$ cat config.mk
export PLATFORM = sky130hd
export DESIGN_NAME = sprite_line_scheduler
export DESIGN_NICKNAME = d
export VERILOG_FILES = /design/src/rtl/sprite_line_scheduler.sv
export SDC_FILE = /design/constraint.sdc
export NUM_CORES = 1
export LEC_CHECK = 0
export CAP_MARGIN = 25
export CORE_MARGIN = 3
export CORE_UTILIZATION = 45
export CTS_CLUSTER_DIAMETER = 120
export DETAILED_ROUTE_END_ITERATION = 8
export PLACE_DENSITY = 0.95
export SLEW_MARGIN = 20
export SYNTH_ARGS = -nofsm -noshare
export SYNTH_HDL_FRONTEND = slang
export SYNTH_SLANG_ARGS = --single-unit
export TNS_END_PERCENT = 20
$ cat constraint.sdc
create_clock -name clk -period 6.2 [get_ports clk]
set_clock_uncertainty 0.1 [all_clocks]
set_input_delay 0.93 -clock clk [delete_from_list [all_inputs] [get_ports clk]]
set_output_delay 0.93 -clock clk [all_outputs]
set_load 0.005 [all_outputs]
$ cat src/rtl/sprite_line_scheduler.sv
// sprite_line_scheduler: scans the sprite attribute RAM for one scanline and
// writes up to MAX_PER_LINE hits, in index order, into a per-line list.
module sprite_line_scheduler #(
    parameter int NUM_SPRITE   = 32,
    parameter int MAX_PER_LINE = 8,
    parameter int SPRITE_H     = 16,
    localparam int RW = $clog2(NUM_SPRITE),
    localparam int AW = $clog2(MAX_PER_LINE),
    localparam int CW = $clog2(MAX_PER_LINE) + 1
) (
    input  logic          clk,
    input  logic          reset_n,
    input  logic          start,
    input  logic [9:0]    line,
    output logic [RW-1:0] ra,
    input  logic [31:0]   q,
    output logic          lw_en,
    output logic [AW-1:0] lw_addr,
    output logic [31:0]   lw_data,
    output logic          busy,
    output logic          done,
    output logic [CW-1:0] count,
    output logic          overflow
);
    typedef enum logic [1:0] {IDLE, SCAN, DRAIN, DONE} state_t;

    state_t      st;
    logic [9:0]  tgt;
    logic        eval, hit, full, wr;
    logic        en_b;
    logic [9:0]  x, y;
    logic [7:0]  tile;
    logic [3:0]  row;
    logic        unused_rsvd;

    assign en_b        = q[31];
    assign x           = q[30:21];
    assign y           = q[20:11];
    assign tile        = q[7:0];
    assign unused_rsvd = ^q[10:8];

    // q holds the entry issued last cycle: every SCAN cycle but the first, plus DRAIN
    assign eval = (st == DRAIN) || (st == SCAN && ra != '0);
    assign hit  = en_b && ({1'b0, tgt} >= {1'b0, y}) &&
                  ({1'b0, tgt} < ({1'b0, y} + 11'(SPRITE_H)));
    assign row  = tgt[3:0] - y[3:0];
    assign full = count == CW'(MAX_PER_LINE);
    assign wr   = eval && hit && !full;

    assign lw_en   = wr;
    assign lw_addr = wr ? count[AW-1:0] : '0;
    assign lw_data = wr ? {x, row, 10'b0, tile} : '0;

    always_ff @(posedge clk or negedge reset_n) begin
        if (!reset_n) begin
            st       <= IDLE;
            ra       <= '0;
            tgt      <= '0;
            count    <= '0;
            overflow <= 1'b0;
            busy     <= 1'b0;
            done     <= 1'b0;
        end else begin
            done <= 1'b0;
            if (eval && hit) begin
                if (full) overflow <= 1'b1;
                else      count    <= count + 1'b1;
            end
            case (st)
                IDLE: if (start) begin
                    tgt      <= line;
                    count    <= '0;
                    overflow <= 1'b0;
                    ra       <= '0;
                    busy     <= 1'b1;
                    st       <= SCAN;
                end
                SCAN: if (ra == RW'(NUM_SPRITE - 1)) begin
                    ra <= '0;
                    st <= DRAIN;
                end else begin
                    ra <= ra + 1'b1;
                end
                DRAIN: begin
                    busy <= 1'b0;
                    done <= 1'b1;
                    st   <= DONE;
                end
                default: st <= IDLE;
            endcase
        end
    end
endmodule

==> reports/summary.txt, run 1 <==
Clock sink count -> 24
HPWL Detailed -> 3990 um
Per-cell routed wire length -> 14.3 um
Crit Path Max Fanout -> 26
Type of origin of the critical path -> primary input
Latest clock arrival within the worst-skew pair -> 0.27 ns
Flop pwr share -> 0.305
Final Power -> 0.919 mW
Top Ports -> 93
Worst Tran Pin Value -> 0.729 ns
Critical path capture point type -> output port
Via count of the first global-routing pass -> 1775
Commonest cells post-synth -> 25 x ha_1, 24 x and2_1, 24 x dfrtp_1
TritonCTS clock tree -> yes
Vert. Die Dim -> 73.2 um
GP Congestion -> 0.837
Worst hold slack -> 0.418 ns
CTS Buf Count -> 3
Fillers -> 331
Final nets -> 365
Vias -> 1848
Synth Flop Type -> dfrtp_1
Largest net degree at the start of global routing -> 27
Synth area leader -> dfrtp_1
Core area -> 4170 sq um
Register area share after synthesis -> 0.296
Initial core utilization -> 0.486
Run status -> finished clean
Netlist cell types -> 51
Top-count cell post-synth -> ha_1
Area contributors post-synth -> dfrtp_1 30%, ha_1 15%, and2_1 7.4%
Die X -> 73.2 um
Critical Path Slowest Stage Cell -> and4_1
# hold bufs at CTS -> 0
Crit path arrival time -> 4.25 ns
Site row count -> 23
Gate power share -> 0.578
# diodes -> 0
Final TNS setup -> 0 ns
Remaining Overflow, GRT -> 0
Switching portion of total power -> 0.402
ANT nets after route -> 0
PD cells -> 321 nW/um^2
Vias/cell -> 5.39
I/O Buffers -> 79
Final setup vio count -> 0
RSZ-0062 raised after global routing -> no
Area Overhead vs Synth -> 41.2%
MaxCap Viol Count -> 0
H-tree level count -> 1
Psw -> 0.369 mW
CTS clk-pin slew, worst paths -> 0.08 ns
Synth Register Bits -> 24
Top-area cell type share of the netlist area -> 0.296
Synth Area per Inst -> 9.35 sq um
Post-CTS Setup Inserts -> 0
First-pass iteration count of the detailed router -> 4
DRC viols -> 0
Clk Tree Root Cell -> clkbuf_8
Worst-path cell chain -> clkdlybuf4s50_1 > ha_1 > nand3_1 > xnor2_1 > ha_1 > nand3_1 > a211oi_1 > o311ai_1 > and4_1 > nor2b_1 > clkdlybuf4s50_1
First-pass GRT wire length -> 7820 um
Int Pwr -> 0.550 mW
Register area -> 601 sq um
Post-synth EDFFs -> 0
Layout Cells excl Fill -> 343
Clk buf depth -> 2
CP required -> 5.17 ns
Fmax -> 189 MHz
Peak VDD IR -> 191 uV
Async SR Flop Fraction -> 1.00
Reg2reg setup slack -> 3.66 ns
Crit share post-route -> 0.851
Final hold violations -> 0
Layout cell share with drive strength beyond 1 -> 0.0341
WL final -> 4920 um
Area of the multi-input gates -> 1270 sq um
Mapped Area -> 2030 sq um
Mapped Cells -> 217
Initial antenna violation count -> 0
Total placed cells including tap cells -> 339
Tmin final -> 5.28 ns
Clk pwr share -> 0.117
GRT Resource Usage Total -> 0.183
Leak -> 1.29 nW
Area of the die -> 5350 sq um
Slew headroom -> 0.513
YS warnings -> 0
Initial drt markers -> 88
Max incr delay on CP -> 0.67 ns
Post-CTS Resized -> 0
Hold Crit Class -> reg2reg
Max Slew Vio Count -> 0
WS Path Type -> in2out
[worst max-delay path: cells and delay by family]
kind,cells,cell delay (ns)
fa+ha+maj,2,0.53
simple gates,4,1.12
compound gates,2,0.43
xor+xnor,1,0.15
buf+inv,2,1.08
[flip-flops by register name, indices dropped and copies added (netlist names)]
register,flops
busy,1
count,4
done,1
overflow,1
ra,5
st,2
tgt,10
[cells in the final DEF (no fill, tap or decap), types with 2 or more instances in the layout]
| master | n |
|---|---|
| clkdlybuf4s50_1 | 79 |
| ha_1 | 25 |
| and2_1 | 24 |
| dfrtp_1 | 24 |
| inv_1 | 19 |
| nand2_1 | 12 |
| mux2_1 | 10 |
| conb_1 | 10 |
| o21ai_1 | 9 |
| a21oi_1 | 7 |
| nand3_1 | 6 |
| mux2i_1 | 5 |
| xnor2_1 | 4 |
| a21o_1 | 4 |
| nor2_1 | 4 |
| nand2b_1 | 4 |
| clkbuf_8 | 4 |
| nand3b_1 | 3 |
| a31oi_1 | 3 |
| and3_1 | 2 |
| a211oi_1 | 2 |
| nand4_1 | 2 |
| nor3b_1 | 2 |
| xor2_1 | 2 |
| nor2b_1 | 2 |
[power by group through the flow]
stage / Combinational (mW) / Sequential [mW] / Clock [mW]
global placement: 0.508 / 0.278 / 0
detailed placement: 0.531 / 0.285 / 0
global route: 0.598 / 0.291 / 0.114
CTS: 0.535 / 0.282 / 0.109
floorplan: 0.355 / 0.270 / 0
finish: 0.531 / 0.281 / 0.107
[area by class of cell]
| type | count | area share |
|---|---|---|
| Tap cell | 50 | 0.0218 |
| Timing Repair Buffer | 80 | 0.281 |
| Inverter | 20 | 0.0262 |
| Sequential cell | 24 | 0.210 |
| Clock buffer | 4 | 0.0192 |
| Multi-Input combinational cell | 165 | 0.442 |
[through the flow]
stage	worst slack (ns)	util	cell area, sq um
6_report	0.923	0.687	2870
5_1_grt	0.670	0.687	2870
4_1_cts	0.912	0.687	2870
3_5_place_dp	0.936	0.673	2810
3_3_place_gp	0.989	0.670	2800
2_1_floorplan	2.51	-	2060
[kinds of logic (layout without fill, tap and decap cells)]
kind of cell | Yosys count | after routing | synth area share
AOI/OAI and AO/OA | 40 | 40 | 0.137
DFF | 24 | 24 | 0.296
muxes | 16 | 16 | 0.0857
buffers and inverters | 37 | 104 | 0.0968
other | 1 | 10 | 0.00185
and+or+nand+nor | 67 | 67 | 0.192
xor gates and xnor gates | 6 | 6 | 0.0259
adders and majority gates | 26 | 26 | 0.164
[metal layers]
metal / vias up / wire, um / share of wire / global-route usage
li1: 891 / - / - / -
met1: 867 / 2060 / 0.42 / 0.231
met2: 84 / 2300 / 0.47 / 0.310
met3: 6 / 480 / 0.098 / 0.0344
met4: 0 / 87 / 0.018 / 0.0656
met5: - / 0 / 0 / 0
[path summary, 6_finish.rpt]
path | from | to | cells past startpoint
max | q[15] | lw_data[18] | 11
min reg2reg | tgt[2] | tgt[2] | 1
max reg2reg | tgt[2] | count[0] | 6
min in group asynchronous | reset_n | ra[3] | 1
min | tgt[2] | tgt[2] | 1
max in group asynchronous | reset_n | count[0] | 2
No activity file was read; power rests on OpenSTA's default activity.
==> run 2, diff against run 1 <==
Settings changed: CORE_UTILIZATION 45 to 46, CTS_BUF_LIST set to sky130_fd_sc_hd__clkbuf_4.
==> run 2 against run 1 <==
Against the previous run: maximum frequency up 0.22%; die area down 2.0%; critical path depth unchanged; register-to-register slack hardly changed.
==> reports/summary.txt, run 2 (synthesized netlist as in run 1, its figures left out) <==
Run status -> finished clean
Clk Tree Root Cell -> clkbuf_4
Crit share post-route -> 0.849
Critical path capture point type -> output port
Post-CTS Setup Inserts -> 0
RSZ-0062 raised after global routing -> no
ANT nets after route -> 0
Worst Tran Pin Value -> 0.711 ns
Tmin final -> 5.27 ns
GRT Max-Usage Layer -> met2
CTS clk-pin slew, worst paths -> 0.14 ns
Clock sink count -> 24
Commonest non-fill, non-tap cell in the layout -> clkdlybuf4s50_1
# diodes -> 0
Max Slew Vio Count -> 0
Initial antenna violation count -> 0
Vias/cell -> 5.37
Initial core utilization -> 0.493
Leak -> 1.27 nW
Site row count -> 23
Per-cell routed wire length -> 14.1 um
I/O Buffers -> 79
Vias -> 1842
Number of flip-flops under the largest register name -> 10
DP Area -> 2810 sq um
Type of origin of the critical path -> primary input
Core area -> 4120 sq um
Post-CTS Resized -> 0
WS Path Type -> in2out
Remaining Overflow, GRT -> 0
PD cells -> 313 nW/um^2
Post-route cell area -> 2840 sq um
Top Ports -> 93
Most frequent cells in the layout -> 79 x clkdlybuf4s50_1, 25 x ha_1, 24 x and2_1, 24 x dfrtp_1, 19 x inv_1
Clk buf depth -> 2
Met1 usage -> 0.242
Fillers -> 333
Fin util -> 0.689
MaxCap Viol Count -> 0
Latest clock arrival within the worst-skew pair -> 0.33 ns
Met3 Track Usage GR -> 0.0360
GRT Resource Usage Total -> 0.192
GP Congestion -> 0.839
Via count of the first global-routing pass -> 1789
Slew headroom -> 0.525
Die X -> 72.4 um
Hold Crit Class -> reg2reg
Area Overhead vs Synth -> 39.8%
# hold bufs at CTS -> 0
HPWL Detailed -> 3970 um
Final hold violations -> 0
Area of the die -> 5240 sq um
Crit path arrival time -> 4.24 ns
Largest net degree at the start of global routing -> 27
First-pass iteration count of the detailed router -> 4
Layout cell share with drive strength beyond 1 -> 0.0307
Initial drt markers -> 65
Crit Path Max Fanout -> 26
TritonCTS clock tree -> yes
First-pass GRT wire length -> 8170 um
Grt met2 use -> 0.332
WL final -> 4830 um
CTS Buf Count -> 3
Final nets -> 365
DRC viols -> 0
Final TNS setup -> 0 ns
Peak VDD IR -> 161 uV
Register with the most flip-flops -> tgt
Largest regs -> tgt x10, ra x5, count x4
Vert. Die Dim -> 72.4 um
CP required -> 5.17 ns
H-tree level count -> 1
Fmax -> 190 MHz
Final setup vio count -> 0
-- run 2: cell count changes in the layout (fill, tap and decap cells not counted), sizes merged --
cell    delta
clkbuf     -1
clkinv     +1
-- run 2: path summary, 6_finish.rpt --
kind / start / endpoint / slack [ns] / cells after the start
worst max register to register: tgt[2] / count[0] / 3.65 / 6
min in group asynchronous: reset_n / ra[3] / 0.78 / 1
worst min register to register: tgt[0] / tgt[0] / 0.42 / 1
worst min-delay path: tgt[0] / tgt[0] / 0.42 / 1
worst max-delay path: q[15] / lw_data[21] / 0.93 / 11
max in group asynchronous: reset_n / tgt[7] / 4.75 / 2
-- run 2: cell type report --
class	count	area, sq um	area share
multi-input cells	165	1270	0.446
repair buffers	80	806	0.284
flip-flops and latches	24	601	0.212
inverters	20	75.1	0.0265
well taps	50	62.6	0.0221
clock buffers	3	22.5	0.00794
clock inverters	1	3.75	0.00132
-- run 2: where the power goes --
part,internal [mW],switching (mW)
Combinational,0.273,0.261
Clock,0.0236,0.0482
Sequential,0.220,0.0609
-- run 2: routing by layer --
| layer | vias to the layer above | part of all wire |
|---|---|---|
| met2 | 83 | 0.47 |
| met5 | - | 0 |
| met3 | 4 | 0.090 |
| li1 | 898 | - |
| met4 | 0 | 0.013 |
| met1 | 857 | 0.42 |
-- run 2: metrics by stage --
step,cells,power (mW),worst slack (ns),hold WS [ns]
detailed placement,339,0.815,0.944,0.388
CTS,343,0.890,0.931,0.420
global route,343,0.977,0.589,0.444
floorplan,226,0.625,2.51,0.364
global placement,338,0.785,0.990,0.377
finish,343,0.887,0.934,0.416
-- run 2: critical path, stage by stage --
cell and delay, ns:
clkdlybuf4s50_1 0.56, ha_1 0.23, nand3_1 0.12, xnor2_1 0.15
ha_1 0.31, nand3_1 0.09, a211oi_1 0.07, o311ai_1 0.34
and4_1 0.71, and2_1 0.22, clkdlybuf4s50_1 0.50
